===== src/rtl/region_loader_pkg.sv =====
`default_nettype none
// ============================================================================
// Module      : region_loader_pkg
// Description : Shared constants for region boundary loading: frame header,
//               region ids, FSM state encoding and a region one-hot helper.
// Revision    : 1.0 - initial release
// ============================================================================
package region_loader_pkg;

    localparam int         c_n_points_default = 812;
    localparam int         c_timeout_default  = 50000;
    localparam logic [7:0] c_header           = 8'hA5;

    localparam logic [1:0] c_region_inner  = 2'd0;
    localparam logic [1:0] c_region_middle = 2'd1;
    localparam logic [1:0] c_region_outer  = 2'd2;

    localparam logic [2:0] c_st_idle    = 3'd0;
    localparam logic [2:0] c_st_id      = 3'd1;
    localparam logic [2:0] c_st_data_hi = 3'd2;
    localparam logic [2:0] c_st_data_lo = 3'd3;
    localparam logic [2:0] c_st_csum    = 3'd4;

    // Region id to RAM select; ids outside 0..2 select nothing.
    function automatic logic [2:0] region_onehot(input logic [1:0] id);
        logic [2:0] v_sel;
        case (id)
            c_region_inner:  v_sel = 3'b001;
            c_region_middle: v_sel = 3'b010;
            c_region_outer:  v_sel = 3'b100;
            default:         v_sel = 3'b000;
        endcase
        return v_sel;
    endfunction

endpackage
`default_nettype wire


===== src/rtl/region_loader_if.sv =====
`default_nettype none
// ============================================================================
// Module      : region_loader_if
// Description : Configuration byte stream in, region RAM write port and
//               load status out.
// Revision    : 1.0 - initial release
// ============================================================================
interface region_loader_if;

    logic        cfg_valid;
    logic [7:0]  cfg_data;
    logic [2:0]  region_wren;
    logic [9:0]  region_wraddr;
    logic [17:0] region_wrdata;
    logic [2:0]  region_valid;
    logic        busy;
    logic        load_done;
    logic        load_err;

    modport master (
        output cfg_valid, cfg_data,
        input  region_wren, region_wraddr, region_wrdata, region_valid,
        input  busy, load_done, load_err
    );

    modport slave (
        input  cfg_valid, cfg_data,
        output region_wren, region_wraddr, region_wrdata, region_valid,
        output busy, load_done, load_err
    );

endinterface
`default_nettype wire


===== src/rtl/region_loader.sv =====
`default_nettype none
// ============================================================================
// Module      : region_loader
// Description : Parses framed boundary-point uploads and writes them into one
//               of three region RAMs, validating each frame by XOR checksum.
// Revision    : 1.0 - initial release
// ============================================================================
module region_loader
    import region_loader_pkg::*;
#(
    parameter int         N_POINTS = c_n_points_default,
    parameter logic [7:0] HEADER   = c_header,
    parameter int         TIMEOUT  = c_timeout_default
) (
    input  wire logic       clk,
    input  wire logic       rst,
    region_loader_if.slave  bus
);

    localparam int                 c_gap_w    = $clog2(TIMEOUT + 1);
    localparam logic [9:0]         c_last_pt  = 10'(N_POINTS - 1);
    localparam logic [c_gap_w-1:0] c_gap_last = c_gap_w'(TIMEOUT - 1);

    logic [2:0]         r_state;
    logic [1:0]         r_id;
    logic [9:0]         r_cnt;
    logic [7:0]         r_hi;
    logic [7:0]         r_csum;
    logic [c_gap_w-1:0] r_gap;
    logic [2:0]         r_wren;
    logic [9:0]         r_wraddr;
    logic [17:0]        r_wrdata;
    logic [2:0]         r_valid;
    logic               r_done;
    logic               r_err;

    logic               w_timeout;

    // An accepted byte always beats an expiring gap counter.
    assign w_timeout = (r_state != c_st_idle) && !bus.cfg_valid && (r_gap == c_gap_last);

    always_ff @(posedge clk or posedge rst) begin
        if (rst) begin
            r_state  <= c_st_idle;
            r_id     <= 2'd0;
            r_cnt    <= 10'd0;
            r_hi     <= 8'd0;
            r_csum   <= 8'd0;
            r_gap    <= '0;
            r_wren   <= 3'b000;
            r_wraddr <= 10'd0;
            r_wrdata <= 18'd0;
            r_valid  <= 3'b000;
            r_done   <= 1'b0;
            r_err    <= 1'b0;
        end else begin
            r_wren <= 3'b000;
            r_done <= 1'b0;
            r_err  <= 1'b0;
            if (bus.cfg_valid) begin
                r_gap <= '0;
                case (r_state)
                    c_st_idle: begin
                        if (bus.cfg_data == HEADER) begin
                            r_state <= c_st_id;
                        end
                    end
                    c_st_id: begin
                        if (bus.cfg_data <= 8'd2) begin
                            r_id    <= bus.cfg_data[1:0];
                            r_valid <= r_valid & ~region_onehot(bus.cfg_data[1:0]);
                            r_cnt   <= 10'd0;
                            r_csum  <= bus.cfg_data;
                            r_state <= c_st_data_hi;
                        end else begin
                            r_err   <= 1'b1;
                            r_state <= c_st_idle;
                        end
                    end
                    c_st_data_hi: begin
                        r_hi    <= bus.cfg_data;
                        r_csum  <= r_csum ^ bus.cfg_data;
                        r_state <= c_st_data_lo;
                    end
                    c_st_data_lo: begin
                        r_csum   <= r_csum ^ bus.cfg_data;
                        r_wren   <= region_onehot(r_id);
                        r_wraddr <= r_cnt;
                        r_wrdata <= {2'b00, r_hi, bus.cfg_data};
                        if (r_cnt == c_last_pt) begin
                            r_state <= c_st_csum;
                        end else begin
                            r_cnt   <= r_cnt + 10'd1;
                            r_state <= c_st_data_hi;
                        end
                    end
                    c_st_csum: begin
                        if (bus.cfg_data == r_csum) begin
                            r_valid <= r_valid | region_onehot(r_id);
                            r_done  <= 1'b1;
                        end else begin
                            r_err   <= 1'b1;
                        end
                        r_state <= c_st_idle;
                    end
                    default: begin
                        r_state <= c_st_idle;
                    end
                endcase
            end else if (r_state != c_st_idle) begin
                if (w_timeout) begin
                    r_state <= c_st_idle;
                    r_err   <= 1'b1;
                    r_gap   <= '0;
                end else begin
                    r_gap <= r_gap + 1'b1;
                end
            end
        end
    end

    assign bus.region_wren   = r_wren;
    assign bus.region_wraddr = r_wraddr;
    assign bus.region_wrdata = r_wrdata;
    assign bus.region_valid  = r_valid;
    assign bus.busy          = (r_state != c_st_idle);
    assign bus.load_done     = r_done;
    assign bus.load_err      = r_err;

endmodule
`default_nettype wire


===== src/flat_wrapper.sv =====
// flat-port wrapper written by rule: the top's interface ports become plain ports
module region_loader_flat import region_loader_pkg::*;
#(
    parameter int         N_POINTS = c_n_points_default,
    parameter logic [7:0] HEADER   = c_header,
    parameter int         TIMEOUT  = c_timeout_default
)
  (clk, rst, bus_cfg_valid, bus_cfg_data, bus_region_wren, bus_region_wraddr, bus_region_wrdata, bus_region_valid, bus_busy, bus_load_done, bus_load_err);
  region_loader_if bus_i ();
  input  wire logic clk;
  input  wire logic rst;
  input wire logic [$bits(bus_i.cfg_valid)-1:0] bus_cfg_valid;
  input wire logic [$bits(bus_i.cfg_data)-1:0] bus_cfg_data;
  output wire logic [$bits(bus_i.region_wren)-1:0] bus_region_wren;
  output wire logic [$bits(bus_i.region_wraddr)-1:0] bus_region_wraddr;
  output wire logic [$bits(bus_i.region_wrdata)-1:0] bus_region_wrdata;
  output wire logic [$bits(bus_i.region_valid)-1:0] bus_region_valid;
  output wire logic [$bits(bus_i.busy)-1:0] bus_busy;
  output wire logic [$bits(bus_i.load_done)-1:0] bus_load_done;
  output wire logic [$bits(bus_i.load_err)-1:0] bus_load_err;
  assign bus_i.cfg_valid = bus_cfg_valid;
  assign bus_i.cfg_data = bus_cfg_data;
  assign bus_region_wren = bus_i.region_wren;
  assign bus_region_wraddr = bus_i.region_wraddr;
  assign bus_region_wrdata = bus_i.region_wrdata;
  assign bus_region_valid = bus_i.region_valid;
  assign bus_busy = bus_i.busy;
  assign bus_load_done = bus_i.load_done;
  assign bus_load_err = bus_i.load_err;
  region_loader #(.N_POINTS(N_POINTS), .HEADER(HEADER), .TIMEOUT(TIMEOUT)) u_core (.clk(clk), .rst(rst), .bus(bus_i));
endmodule

===== config.mk =====
export PLATFORM = sky130hd
export DESIGN_NAME = region_loader_flat
export DESIGN_NICKNAME = d
export VERILOG_FILES = /design/src/rtl/region_loader_pkg.sv /design/src/rtl/region_loader_if.sv /design/src/rtl/region_loader.sv /design/src/flat_wrapper.sv
export SDC_FILE = /design/constraint.sdc
export NUM_CORES = 1
export LEC_CHECK = 0
export ABC_AREA = 1
export CORE_MARGIN = 2
export CORE_UTILIZATION = 45
export CTS_CLUSTER_DIAMETER = 30
export DETAILED_ROUTE_END_ITERATION = 16
export PLACE_DENSITY = 0.66
export SETUP_SLACK_MARGIN = 0.15
export SYNTH_ARGS = -nofsm -noshare
export SYNTH_HDL_FRONTEND = slang
export SYNTH_SLANG_ARGS = --single-unit

===== constraint.sdc =====
create_clock -name clk -period 3.5 [get_ports clk]
set_clock_uncertainty 0.2 [all_clocks]
set_input_delay 0.35 -clock clk [delete_from_list [all_inputs] [get_ports clk]]
set_output_delay 0.35 -clock clk [all_outputs]
set_load 0.005 [all_outputs]

## Word-level counts from Yosys, hierarchy flattened

Cells that the tools add are included.

- Add/sub/neg operators: 2
- Equal/unequal tests: 16
- Bitwise gates (word level): 4
- Reductions and logical operators: 20
- Multiplexer cells: 37
- Magnitude comparators: 1

Operator list:

| cell | number |
|---|---|
| $mux W16 | 3 |
| $mux W3 | 15 |
| $mux W10 | 2 |
| $pmux W10 S2 | 1 |
| $pmux W3 S3 | 2 |
| $add A16 B1 Y16 const B | 1 |
| $eq A16 B16 Y1 const B | 1 |
| $pmux W8 S2 | 1 |
| $pmux W3 S4 | 1 |
| $add A10 B1 Y10 const B | 1 |
| $eq A10 B10 Y1 const B | 1 |
| $reduce_bool A2 Y1 | 5 |
| $reduce_and A3 Y1 | 3 |
| $eq A8 B8 Y1 | 1 |
| $eq A8 B8 Y1 const B | 1 |
| $le A8 B2 Y1 const B | 1 |
| $mux W1 | 8 |
| $mux W8 | 1 |
| $reduce_and A4 Y1 | 2 |
| $xor A8 B8 Y8 | 1 |
| $eq A3 B2 Y1 const B | 2 |
| $pmux W3 S2 | 1 |
| $eq A2 B1 Y1 const B | 2 |
| $eq A2 B2 Y1 const B | 2 |
| 17 further kinds | 21 |

- Word-level logic and storage cells: 92
- Input port bits: 11
- Register bits after elaboration: 81

## Depth between registers and ports, before layout

Gate-level depths: netlist of run 1.

- Word-level depth: 9
- Depth in mapped cells: 11
- Mapped depth without buffers: 10

## Worst setup path after synthesis of run 1

OpenSTA, ideal clock, no wires.

- Path type: register to register
- Start: reg u_core.r_gap[0]
- End: reg u_core.r_gap[12]
- Path buffers: 0
- Path slack: 1.901 ns
- Period minus slack after synthesis: 1.599 ns
- Cell stages (with the launch flop): 9
- Data arrival time: 1.272 ns
- Setup time: 0.127 ns
- Path through: dfrtp_1 ha_1 nand2_1 nor2_2 nand2_1 nor2_1 nand3_1 nand3_1 o21ai_0

- Longest elaborated chain between the ends: 5
- Elaborated cells between the ends (all ways): 6
- Classes of those cells: add/sub (1); eq/ne (1); mux (3); reduce/logical (1)

Ends and longest elaborated chain:

| element | line | text |
|---|---|---|
| from (decl) | region_loader.sv:29 | `logic [c_gap_w-1:0] r_gap;` |
| from (signal assigned) | region_loader.sv:116 | `r_gap <= r_gap + 1'b1;` |
| branches (longest 2 deep; another with $add A16 B1 Y16) | n/a |  |
| $mux W16 * | region_loader.sv:111 | `if (w_timeout) begin` |
| $mux W16 * | region_loader.sv:110 | `end else if (r_state != c_st_idle) begin` |
| $mux W16 * | region_loader.sv:60 | `if (bus.cfg_valid) begin` |

Mark *: on every way between the ends. The select of a mux whose other input is x is not followed.
A chain may end at the register's enable or synchronous reset.

## Final worst setup path of run 1

- Start: in bus_cfg_valid
- End: reg u_core.r_wraddr[2], in the netlist u_core.bus.region_wraddr[2]

- Longest elaborated chain between the ends: 1

Ends and longest elaborated chain:

| element | line | text |
|---|---|---|
| from (decl) | flat_wrapper.sv:12 | `input wire logic [$bits(bus_i.cfg_valid)-1:0] bus_cfg_valid;` |
| $reduce_and A2 Y1 (no line) | n/a |  |
| to (signal assigned) | region_loader.sv:88 | `r_wraddr <= r_cnt;` |
| to (decl) | region_loader.sv:31 | `logic [9:0] r_wraddr;` |

No other way between the ends.

==> qor.txt, run 1 <==
Status - finished, final reports clean
Leakage - 2.33 nW
Initial antenna violation count - 0
EDFF count, synth - 0
Final instance area - 4870 µm²
Fin crit share - 60.0%
R2r worst-path depth - 7
FP Rows - 34
Top cell type's share of synthesized area - 49.0%
Critical path type - input pin to flip-flop
Tot Pwr - 0.00314 W
Iteration-0 DRC Markers - 183
Sink Count - 81
Yosys top cell by area - dfrtp_1
Via/cell ratio - 5.04
Bufs and invs on worst path - 3
Power Dens Cells - 645 nW/µm²
TNS Setup - 0 ps
HP Class - input pin to asynchronous set/reset pin
Register area share after synthesis - 49.0%
Slew headroom - 50.4%
CTS Buffer Depth - 2
FF-to-FF setup slack - 1560 ps
Req. time, crit path - 3510 ps
RSZ-0062 raised after global routing - false
Reg2reg end - u_core.r_csum[0]
Area share of xor/xnor cells in the synthesized design - 1.48%
Synth Area in Compound Gates - 10.2%
Post-Synth Simple-Gate Area - 30.5%
Measured slew at the worst slew-check pin - 743 ps
H-tree depth - 3
Largest family of logic cells by synthesized area - simple AND/OR/NAND/NOR gates
Largest net degree at the start of global routing - 55
IO Pins - 48
Root Buffer - clkbuf_8
Top delay family on crit path - buffers and inverters
Grt ovf - 0
Peak supply drop - 0.000384 V
Routed Antenna Nets - 0
Most used DFF post-synth - dfrtp_1
Vias in the first global route - 3519
Nets - 606
Seq cells post-synth - 81
DRT Pass-1 Iters - 7
Total Routing Usage GR - 20.6%
Clock Latency Late Sink - 360 ps
Average cell area after synthesis - 7.54 µm²
Max-Cap Viols - 0
DIE AREA - 9970 µm²
Min cycle time layout - 2100 ps
Port bufs - 45
R2R Path Start - u_core.r_state[1]
Layout Utilization - 55.3%
Cells along the critical path - clkdlybuf4s50_1 > inv_1 > nor2_1 > inv_2 > nand2_1 > o21ai_0
Max frequency - 0.476 GHz
CP Launch Type - input pin
Number of diodes - 0
Leading cell type by number of instances after synthesis - nand2_1
DRC - 0
Post-CTS setup buffers - 0
DP Worst Slack - 1030 ps
CP max FO - 54
DPL Wire Length - 6750 µm
Via count - 3557
CTS tree - done
Area contributors post-synth - dfrtp_1 (49%), nand2_1 (17%), o21ai_0 (6.5%)
Post-Syn Area - 4130 µm²
Yosys cell types - 29
Mux share of post-synthesis cell area - 0%
DRT Wirelength - 9330 µm
Final Max Slew Viols - 0
Clk slew on worst S/H paths - 90 ps
Adder-cell share of the synthesized area - 0.605%
Syn Inst Count - 548
Synth Warn # - 0
PostCTS Resize Cnt - 0
Gpl congestion - 0.876
Hold buffers post-CTS - 0
Layout cell share with drive strength beyond 1 - 8.03%
Final worst slack - 1400 ps
Core ar. - 8810 µm²
Ys async rst share - 100%
Die width - 99.8 µm
Final Hold Vio Count - 0
First-pass GRT wire length - 16400 µm
Post-Place Cell Area - 4660 µm²
WL/cell - 13.2 µm
CP Data Arrival Time - 2110 ps
CTS Buf Count - 9
CP endpoint kind - flip-flop
Critical Path Max Stage Delay - 720 ps
Initial Util - 46.9%
Synth cell count leaders - nand2_1 (185), dfrtp_1 (81), inv_1 (62), o21ai_0 (54), nor2_1 (43)
Die height - 99.8 µm
P&R area growth vs syn - 17.8%
Cell with the largest stage delay on the worst path - clkdlybuf4s50_1
Final setup fails - 0
[cell usage in the layout (no fill, tap or decap)]
cell type | synthesis | layout
clkinvlp_4 | 0 | 2
clkbuf_8 | 0 | 10
inv_2 | 5 | 5
o21ai_0 | 54 | 54
clkinv_4 | 0 | 2
o22ai_1 | 3 | 3
clkdlybuf4s50_1 | 0 | 45
nor2_4 | 1 | 1
nor3_1 | 8 | 8
nor3_4 | 1 | 1
xor2_1 | 6 | 6
a31oi_1 | 1 | 1
ha_1 | 2 | 2
nand3_1 | 39 | 39
o21ai_2 | 7 | 7
inv_1 | 62 | 61
o21ai_1 | 3 | 3
nand2_1 | 185 | 185
nor2_2 | 9 | 9
clkinv_2 | 0 | 2
bufinv_16 | 0 | 1
nand3b_1 | 2 | 2
xnor2_1 | 1 | 1
dfrtp_1 | 81 | 81
conb_1 | 1 | 2
nor2_1 | 43 | 43
nand3_2 | 1 | 1
a21oi_1 | 10 | 10
nand4_1 | 4 | 4
nand2_2 | 6 | 6
buf_12 | 0 | 1
[worst max path at each step]
| stage | cells past startpoint | slack (ps) | to | from |
|---|---|---|---|---|
| after floorplan | 1 | 870 | u_core.bus.load_done | rst |
| after global placement | 6 | 1080 | u_core.bus.region_wrdata[5] | bus_cfg_valid |
| after detailed placement | 6 | 1030 | u_core.bus.region_wraddr[2] | bus_cfg_valid |
| after CTS | 3 | 1380 | bus_busy | u_core.r_state[0] |
| after global routing | 6 | 1210 | u_core.bus.region_wraddr[2] | bus_cfg_valid |
| final | 6 | 1400 | u_core.bus.region_wraddr[2] | bus_cfg_valid |
[metrics by stage]
| stage | instances | hold WS, ps |
|---|---|---|
| 2_1_floorplan | 549 | 265 |
| 3_3_place_gp | 690 | 261 |
| 3_5_place_dp | 690 | 262 |
| 4_1_cts | 706 | 225 |
| 5_1_grt | 706 | 296 |
| 6_report | 706 | 209 |
[cell families after synthesis]
logic type / Yosys count
compound gates: 78
xor+xnor: 7
fa+ha+maj: 2
buf+inv: 80
flops: 81
other cells: 1
simple gates: 299
[flip-flops by register name (all words and copies together) (netlist names), 2 cells and up]
register	cells
u_core.r_hi	8
u_core.r_csum	8
u_core.bus.region_wren	3
u_core.r_id	2
u_core.bus.region_wrdata	16
u_core.bus.region_wraddr	10
u_core.r_cnt	10
u_core.r_gap	16
u_core.bus.region_valid	3
u_core.r_state	3
[where the power goes]
part	switching, W	total, W	internal, W
clock	0.000356	0.000706	0.000350
sequential	0.000175	0.00136	0.00119
combinational	0.000609	0.00108	0.000466
total	0.00114	0.00314	0.00200
[metal layers]
metal	GRT usage, %	vias up	routed length, µm
met2	32.4	73	4400
met4	7.17	0	90
met3	4.46	8	342
met1	28.4	1658	4500
li1	-	1818	-
met5	0	-	0
[area by class of cell]
type,count,area [µm²]
fill,822,3940
sequential,81,2030
multi-input combinational,388,1780
timing repair buffer,46,470
inverter,67,253
clock buffer,10,138
tap,108,135
clock inverter,6,67.6
Note: power is estimated with default switching activity, not from simulation.
==> inputs of run 2 (changes only) <==
--- a/config.mk
+++ b/config.mk
@@ -10,7 +10,7 @@
 export CORE_UTILIZATION = 45
 export CTS_CLUSTER_DIAMETER = 30
 export DETAILED_ROUTE_END_ITERATION = 16
-export PLACE_DENSITY = 0.66
+export PLACE_DENSITY = 0.69
 export SETUP_SLACK_MARGIN = 0.15
 export SYNTH_ARGS = -nofsm -noshare
 export SYNTH_HDL_FRONTEND = slang
==> constraint.sdc (replaced) <==
create_clock -name clk -period 1.7 [get_ports clk]
set_clock_uncertainty 0.2 [all_clocks]
set_input_delay 0.17 -clock clk [delete_from_list [all_inputs] [get_ports clk]]
set_output_delay 0.17 -clock clk [all_outputs]
set_load 0.005 [all_outputs]
==> run 2 against run 1 <==
  * The run now ends with setup timing left
  * Combinational power rose to 3.9 times the previous value
  * Critical endpoint is now u_core.r_state[0]
  * Critical path depth up 3
  * Non-clock buffer count grew 88
  * Sequential power up 110%
  * Routed wire length up 41%
  * Worst hold slack got worse by 170 ps
  * Sequential share of layout area decreased by 9.9 points
==> qor.txt, run 2 (synthesized netlist as in run 1, its figures left out) <==
H-tree depth - 3 (unchanged)
Fin crit share - 104%
DRC - 0 (unchanged)
Tot Pwr - 0.00840 W (was 0.00314 W)
Via count - 4369 (was 3557)
Crit path launch - u_core.r_gap[1] (was bus_cfg_valid)
DPL Wire Length - 6790 µm (was 6750 µm)
CP Launch Type - flip-flop (was input pin)
Worst min-delay path endpoint - u_core.r_hi[4]
CP max FO - 4 (was 54)
Power Dens Cells - 1310 nW/µm² (was 645 nW/µm²)
Final Max Slew Viols - 0 (unchanged)
Min cycle time layout - 1770 ps
Root Buffer - clkbuf_8 (unchanged)
Layout cell share with drive strength beyond 1 - 38.1% (was 8.03%)
Via/cell ratio - 5.49 (was 5.04)
Finished Layout Cells - 796 (was 706)
Peak supply drop - 0.000923 V (was 0.000384 V)
Commonest non-fill, non-tap cells in the layout - nand2_1 (135), dfrtp_1 (79), buf_4 (64) (was nand2_1 (185), dfrtp_1 (81), inv_1 (61))
Filler cells - 588 (was 822)
R2R Path Start - u_core.r_gap[1] (was u_core.r_state[1])
Dpl cells - 737 (was 690)
Initial antenna violation count - 0 (unchanged)
Number of diodes - 0 (unchanged)
Max frequency - 0.566 GHz
Commonest non-fill, non-tap cell in the layout - nand2_1 (unchanged)
R2r worst-path depth - 9 (was 7)
Sink Count - 81 (unchanged)
CTS tree - done (unchanged)
Req. time, crit path - 1820 ps (was 3510 ps)
Status - finished, violations left (was finished, final reports clean)
DRT Wirelength - 13200 µm (was 9330 µm)
Layout Utilization - 72.7% (was 55.3%)
HP Class - input pin to flip-flop (was input pin to asynchronous set/reset pin)
First-pass GRT wire length - 17200 µm (was 16400 µm)
Failing checks - setup timing
Routed Antenna Nets - 0 (unchanged)
Initial Util - 46.9% (unchanged)
RSZ-0062 raised after global routing - true (was false)
Core ar. - 8810 µm² (unchanged)
Die height - 99.8 µm (unchanged)
Clock Latency Late Sink - 380 ps (was 360 ps)
Final setup fails - 8 (was 0)
DIE AREA - 9970 µm² (unchanged)
FP Rows - 34 (unchanged)
Reg2reg end - u_core.r_state[0] (was u_core.r_csum[0])
DRT Pass-1 Iters - 6 (was 7)
Final worst slack - -66.5 ps (was 1400 ps)
CTS Buffer Depth - 2 (unchanged)
DP Worst Slack - -268 ps (was 1030 ps)
Iteration-0 DRC Markers - 277 (was 183)
CP endpoint kind - flip-flop (unchanged)
Clk slew on worst S/H paths - 100 ps (was 90 ps)
Leakage - 3.13 nW (was 2.33 nW)
Critical path type - flip-flop to flip-flop (was input pin to flip-flop)
Hold buffers post-CTS - 0 (unchanged)
Reg area - 2030 µm² (about the same)
CP Data Arrival Time - 1880 ps (was 2110 ps)
Total Routing Usage GR - 21.6% (was 20.6%)
Gpl congestion - 0.922 (was 0.876)
IO Pins - 48 (unchanged)
CTS Buf Count - 9 (unchanged)
Vias in the first global route - 3796 (was 3519)
Worst hold path cell count - 4
Port bufs - 45 (unchanged)
FF-to-FF setup slack - -70 ps (was 1560 ps)
Worst Hold Launch - bus_cfg_data[4]
WL/cell - 16.6 µm (was 13.2 µm)
Max-Cap Viols - 0 (unchanged)
P&R area growth vs syn - 54.8% (was 17.8%)
Grt ovf - 0 (unchanged)
Multi-input gate area - 2430 µm² (was 1780 µm²)
Final Hold Vio Count - 0 (unchanged)
Largest net degree at the start of global routing - 82 (was 55)
Nets - 696 (was 606)
Die width - 99.8 µm (unchanged)
==> run 2: worst max-delay path, stage by stage, from the launching register on <==
cell and delay [ps]:
dfrtp_1 400, ha_2 210, nand2_2 70, nor2_4 160
nand3_4 110, nor2_4 180, nand2_4 100, nand2_2 80
nand3_2 90, nand2_2 100
==> run 2: final cells by class <==
cell class                      count  area share (%)
Inverter                           67            4.11
Timing Repair inverter              1           0.176
Multi-Input combinational cell    389            38.0
Clock inverter                      7           0.978
Timing Repair Buffer              134            21.0
Tap cell                          108            2.11
Sequential cell                    81            31.7
Clock buffer                        9            1.94
==> run 2: worst max path at each step <==
stage | endpoint | slack, ps | depth (start not counted)
5_1_grt | u_core.r_state[0] | -120 | 9
3_5_place_dp | u_core.bus.region_valid[0] | -270 | 10
6_report | u_core.r_state[0] | -70 | 9
3_3_place_gp | u_core.bus.region_valid[2] | -270 | 10
4_1_cts | u_core.r_state[2] | 50 | 8
2_1_floorplan | u_core.r_state[1] | 150 | 8
==> run 2: routing by layer <==
layer / global-route usage (%) / part of all wire [%] / up-vias
li1: - / - / 2015
met1: 28.4 / 40 / 2112
met2: 35.4 / 50 / 193
met3: 3.13 / 5.7 / 49
met4: 10.1 / 4.0 / 0
met5: 0 / 0 / -
==> run 2: power breakdown <==
| part | switching (W) | internal, W | total (W) |
|---|---|---|---|
| registers | 0.000372 | 0.00244 | 0.00281 |
| logic | 0.00224 | 0.00194 | 0.00418 |
| clock network | 0.000848 | 0.000559 | 0.00141 |
| total | 0.00346 | 0.00494 | 0.00840 |
==> run 2: repair_timing <==
action                     CTS  global route
pin swaps                   12            41
setup buffers               18            12
gates resized for setup     79           190
gates cloned                 2            11
setup endpoints to repair  101            80
==> run 2: per-stage QoR <==
stage                     setup TNS [ps]  hold WS (ps)  instance area (µm²)
final                               -174          37.3                 6400
after global routing               -2970          63.8                 6400
after detailed placement           -8490           261                 5050
after CTS                              0          87.8                 5530
after floorplan                        0          91.0                 4150
after global placement             -8320           264                 5050
==> variant 1: new RTL, flow settings as in run 1 <==
Change the package constant `c_timeout_default` from 50000 to 100000.
--- a/src/rtl/region_loader_pkg.sv
+++ b/src/rtl/region_loader_pkg.sv
@@ -8,7 +8,7 @@
 package region_loader_pkg;
 
     localparam int         c_n_points_default = 812;
-    localparam int         c_timeout_default  = 50000;
+    localparam int         c_timeout_default  = 100000;
     localparam logic [7:0] c_header           = 8'hA5;
 
     localparam logic [1:0] c_region_inner  = 2'd0;
Check against the original RTL: no difference found for any inputs over 10 cycles, from zero or initial values and one cycle with rst high; that may be too few to reach the edited logic, so the function may still have changed.
==> variant 1 against run 1 <==
Total power is 0.18% lower; register-to-register slack worse by 0.13 ns; cell area is 1.6% lower; synthesized area is 1.3% lower; sequential cell count is 1 higher; critical path depth is 1 lower; via count is 0.17% lower; first-iteration DRC count is 20% lower; global-route usage is 0.57 points lower; wire length is 0.94% lower; synthesized cell count is 3.1% lower; setup slack worse by 0.18 ns; critical path type is now reg2out; largest cell class unchanged; highest routed layer unchanged.
==> variant 1: results <==
group,metric,value,unit
run_status,status,"complete, no violations",
final_layout,drive_gt1_frac,0.0537,
logic_synthesis,syn_inst,531,
detailed_routing,met3_length,264,um
final_layout,clkbuf_count,14,
final_layout,multi_input_cells,367,
logic_synthesis,netlist_area,4080,um^2
detailed_routing,wl_met1,4.63,mm
pwr,power.density,655,nW/um^2
logic_synthesis,synth_fa_ha_area_frac,0.00613,
detailed_routing,wl_per_cell,13.5,um
logic_synthesis,synth_common_cells,"nand2_1, dfrtp_1, inv_1",
global_route,use_met3,0.0337,
global_route,grt_pass1_vias,3444,
detailed_routing,firstDrtPassIters,4,
logic_synthesis,ys_top_cells_by_area,"dfrtp_1, nand2_1, inv_1",
critical_path,r2r_setup_slack,1.43,ns
logic_synthesis,synth_seq_area_share,0.503,
placed_design,gp_routability_congestion,0.859,
final_layout,final-nonclk-buf-share,0.0982,
timing,relSlewSlack,0.365,
critical_path,cp.arrival,1.73,ns
critical_path,worstPathMaxFanout,4,
final_layout,register_area,2050,um^2
pwr,p_leak,2.19,nW
placed_design,placedCellCount,669,
timing,finalCriticalPeriod,2.28,ns
global_route,met2_usage,0.306,
placed_design,pre_cts_slack,0.995,ns
final_layout,fin_util,0.547,
final_layout,clkCellAreaFrac,0.0413,
pwr,p_comb_frac,0.347,
detailed_routing,dr_wl_met2,4.19,mm
critical_path,slowest_delay,0.46,ns
detailed_routing,vias,3551,
clock_network,cts.sinks,82,
final_layout,n_all_inverters,66,
logic_synthesis,synth_xor_xnor_area_share,0.00859,
logic_synthesis,synth_compound_area_frac,0.121,
placed_design,dp_hpwl,6.32,mm
placed_design,post_dp_cell_area,4590,um^2
variant 1: cell count changes after synthesis, moves of 3 or more:
| cell | delta |
|---|---|
| o21ai_1 | +39 |
| nand2_1 | -31 |
| o21ai_0 | -17 |
| nand4_1 | +10 |
| clkbuf_1 | +7 |
| o21ai_2 | -7 |
| nor2_2 | -6 |
| buf_2 | -4 |
| nor2_1 | -4 |
| nand2_2 | -3 |
variant 1: how the worst max path moves through the flow:
stage	endpoint	depth (start not counted)	start
after global routing	bus_busy	5	u_core.r_state[2]$_DFFE_PP0P_
after global placement	u_core.r_hi[5]$_DFFE_PP0P_	5	bus_cfg_valid
after detailed placement	u_core.r_hi[6]$_DFFE_PP0P_	5	bus_cfg_valid
after floorplan	u_core.bus.load_done$_DFF_PP0_	1	rst
after CTS	bus_busy	5	u_core.r_state[2]$_DFFE_PP0P_
final	bus_busy	5	u_core.r_state[2]$_DFFE_PP0P_
==> variant 2: new RTL, config.mk and constraints of run 1 <==
Made on the original files. Compare `r_cnt` against `c_last_pt` with >= in place of ==.
--- a/src/rtl/region_loader.sv
+++ b/src/rtl/region_loader.sv
@@ -87,7 +87,7 @@
                         r_wren   <= region_onehot(r_id);
                         r_wraddr <= r_cnt;
                         r_wrdata <= {2'b00, r_hi, bus.cfg_data};
-                        if (r_cnt == c_last_pt) begin
+                        if (r_cnt >= c_last_pt) begin
                             r_state <= c_st_csum;
                         end else begin
                             r_cnt   <= r_cnt + 10'd1;
Behaviour: same outputs for any inputs over 10 cycles, from zero or initial values and one cycle with rst high; that may be too few to reach the edited logic, so the function may still have changed.
==> variant 2 against run 1 <==
Cell area decreased by 0.49%; sequential cell count unchanged; die area decreased by 0.46%; total power decreased by 3.7%; setup slack got worse by 0.088 ns; synthesized area decreased by 0.48%; wire length increased by 0.38%; clock power increased by 1%; register-to-register slack got worse by 0.18 ns; critical endpoint is now u_core.bus.region_wrdata[7]$_DFFE_PP0P_; largest cell class unchanged.
==> variant 2: results <==
group,metric,value,unit
detailed_routing,vias_per_cell,5.13,
final_layout,final_nets,608,
run_status,status,"complete, no violations",
detailed_routing,drtIter0Drc,184,
placed_design,dp_hpwl,6.85,mm
detailed_routing,wl_met1,4.29,mm
detailed_routing,met3_length,303,um
logic_synthesis,ys_top_cells_by_area,"dfrtp_1, nand2_1, nor2_1",
final_layout,final_cell_count_no_fill,708,
detailed_routing,firstDrtPassIters,4,
global_route,met2_usage,0.335,
global_route,grt_max_degree,45,
detailed_routing,wirelength,9.37,mm
critical_path,cp.arrival,2.19,ns
logic_synthesis,synth_seq_area_share,0.493,
logic_synthesis,synth_cell_types,28,
final_layout,drive_gt1_frac,0.0700,
critical_path,worstPathMaxFanout,44,
timing,tightest_slew,0.627,ns
pwr,irDropWorstVdd,0.255,mV
global_route,grt_pass1_vias,3417,
pwr,pwr-share-clk,0.236,
detailed_routing,dr_wl_met2,4.60,mm
placed_design,gp_routability_congestion,0.885,
global_route,grt_usage,0.203,
die,fp.dieW,99.6,um
pwr,p_leak,2.34,nW
[variant 2: metrics by stage]
step	setup WS [ns]	cell area (um^2)	util	power [mW]
detailed placement	0.906	4640	0.527	2.34
global placement	0.908	4640	0.527	2.31
finish	1.31	4840	0.550	3.03
CTS	1.30	4840	0.550	3.06
global route	1.14	4840	0.550	3.24
floorplan	0.870	4120	-	1.94
[variant 2: cell type report]
| type | instances | area [um^2] |
|---|---|---|
| flip-flops and latches | 81 | 2030 |
| multi-input cells | 397 | 1790 |
| repair buffers | 47 | 465 |
| well taps | 108 | 135 |
| clock buffers | 9 | 124 |
| fillers | 838 | 3960 |
| clock inverters | 7 | 76.3 |
| inverters | 59 | 225 |
[variant 2: worst paths after layout]
kind / slack, ns / cells after the start / to
max: 1.31 / 6 / u_core.bus.region_wrdata[7]$_DFFE_PP0P_
min: 0.12 / 2 / u_core.r_hi[0]$_DFFE_PP0P_
max reg2reg: 1.38 / 6 / u_core.bus.region_wrdata[7]$_DFFE_PP0P_
min reg2reg: 0.27 / 2 / u_core.bus.region_wrdata[10]$_DFFE_PP0P_
max in group asynchronous: 2.20 / 3 / u_core.bus.region_wrdata[6]$_DFFE_PP0P_
min in group clk: 0.27 / 2 / u_core.bus.region_wrdata[10]$_DFFE_PP0P_
[variant 2: cells by family (layout without fill, tap and decap cells)]
group                    count (synthesis)  count (layout)  synth area share
AO/OA/AOI/OAI                           59              59            0.0718
XOR/XNOR                                 5               5            0.0106
adder cells (fa/ha/maj)                  2               2           0.00608
buffers and inverters                   71             122            0.0727
other                                    1               2          0.000912
AND/OR/NAND/NOR                        329             329             0.345
flip-flops                              81              81             0.493
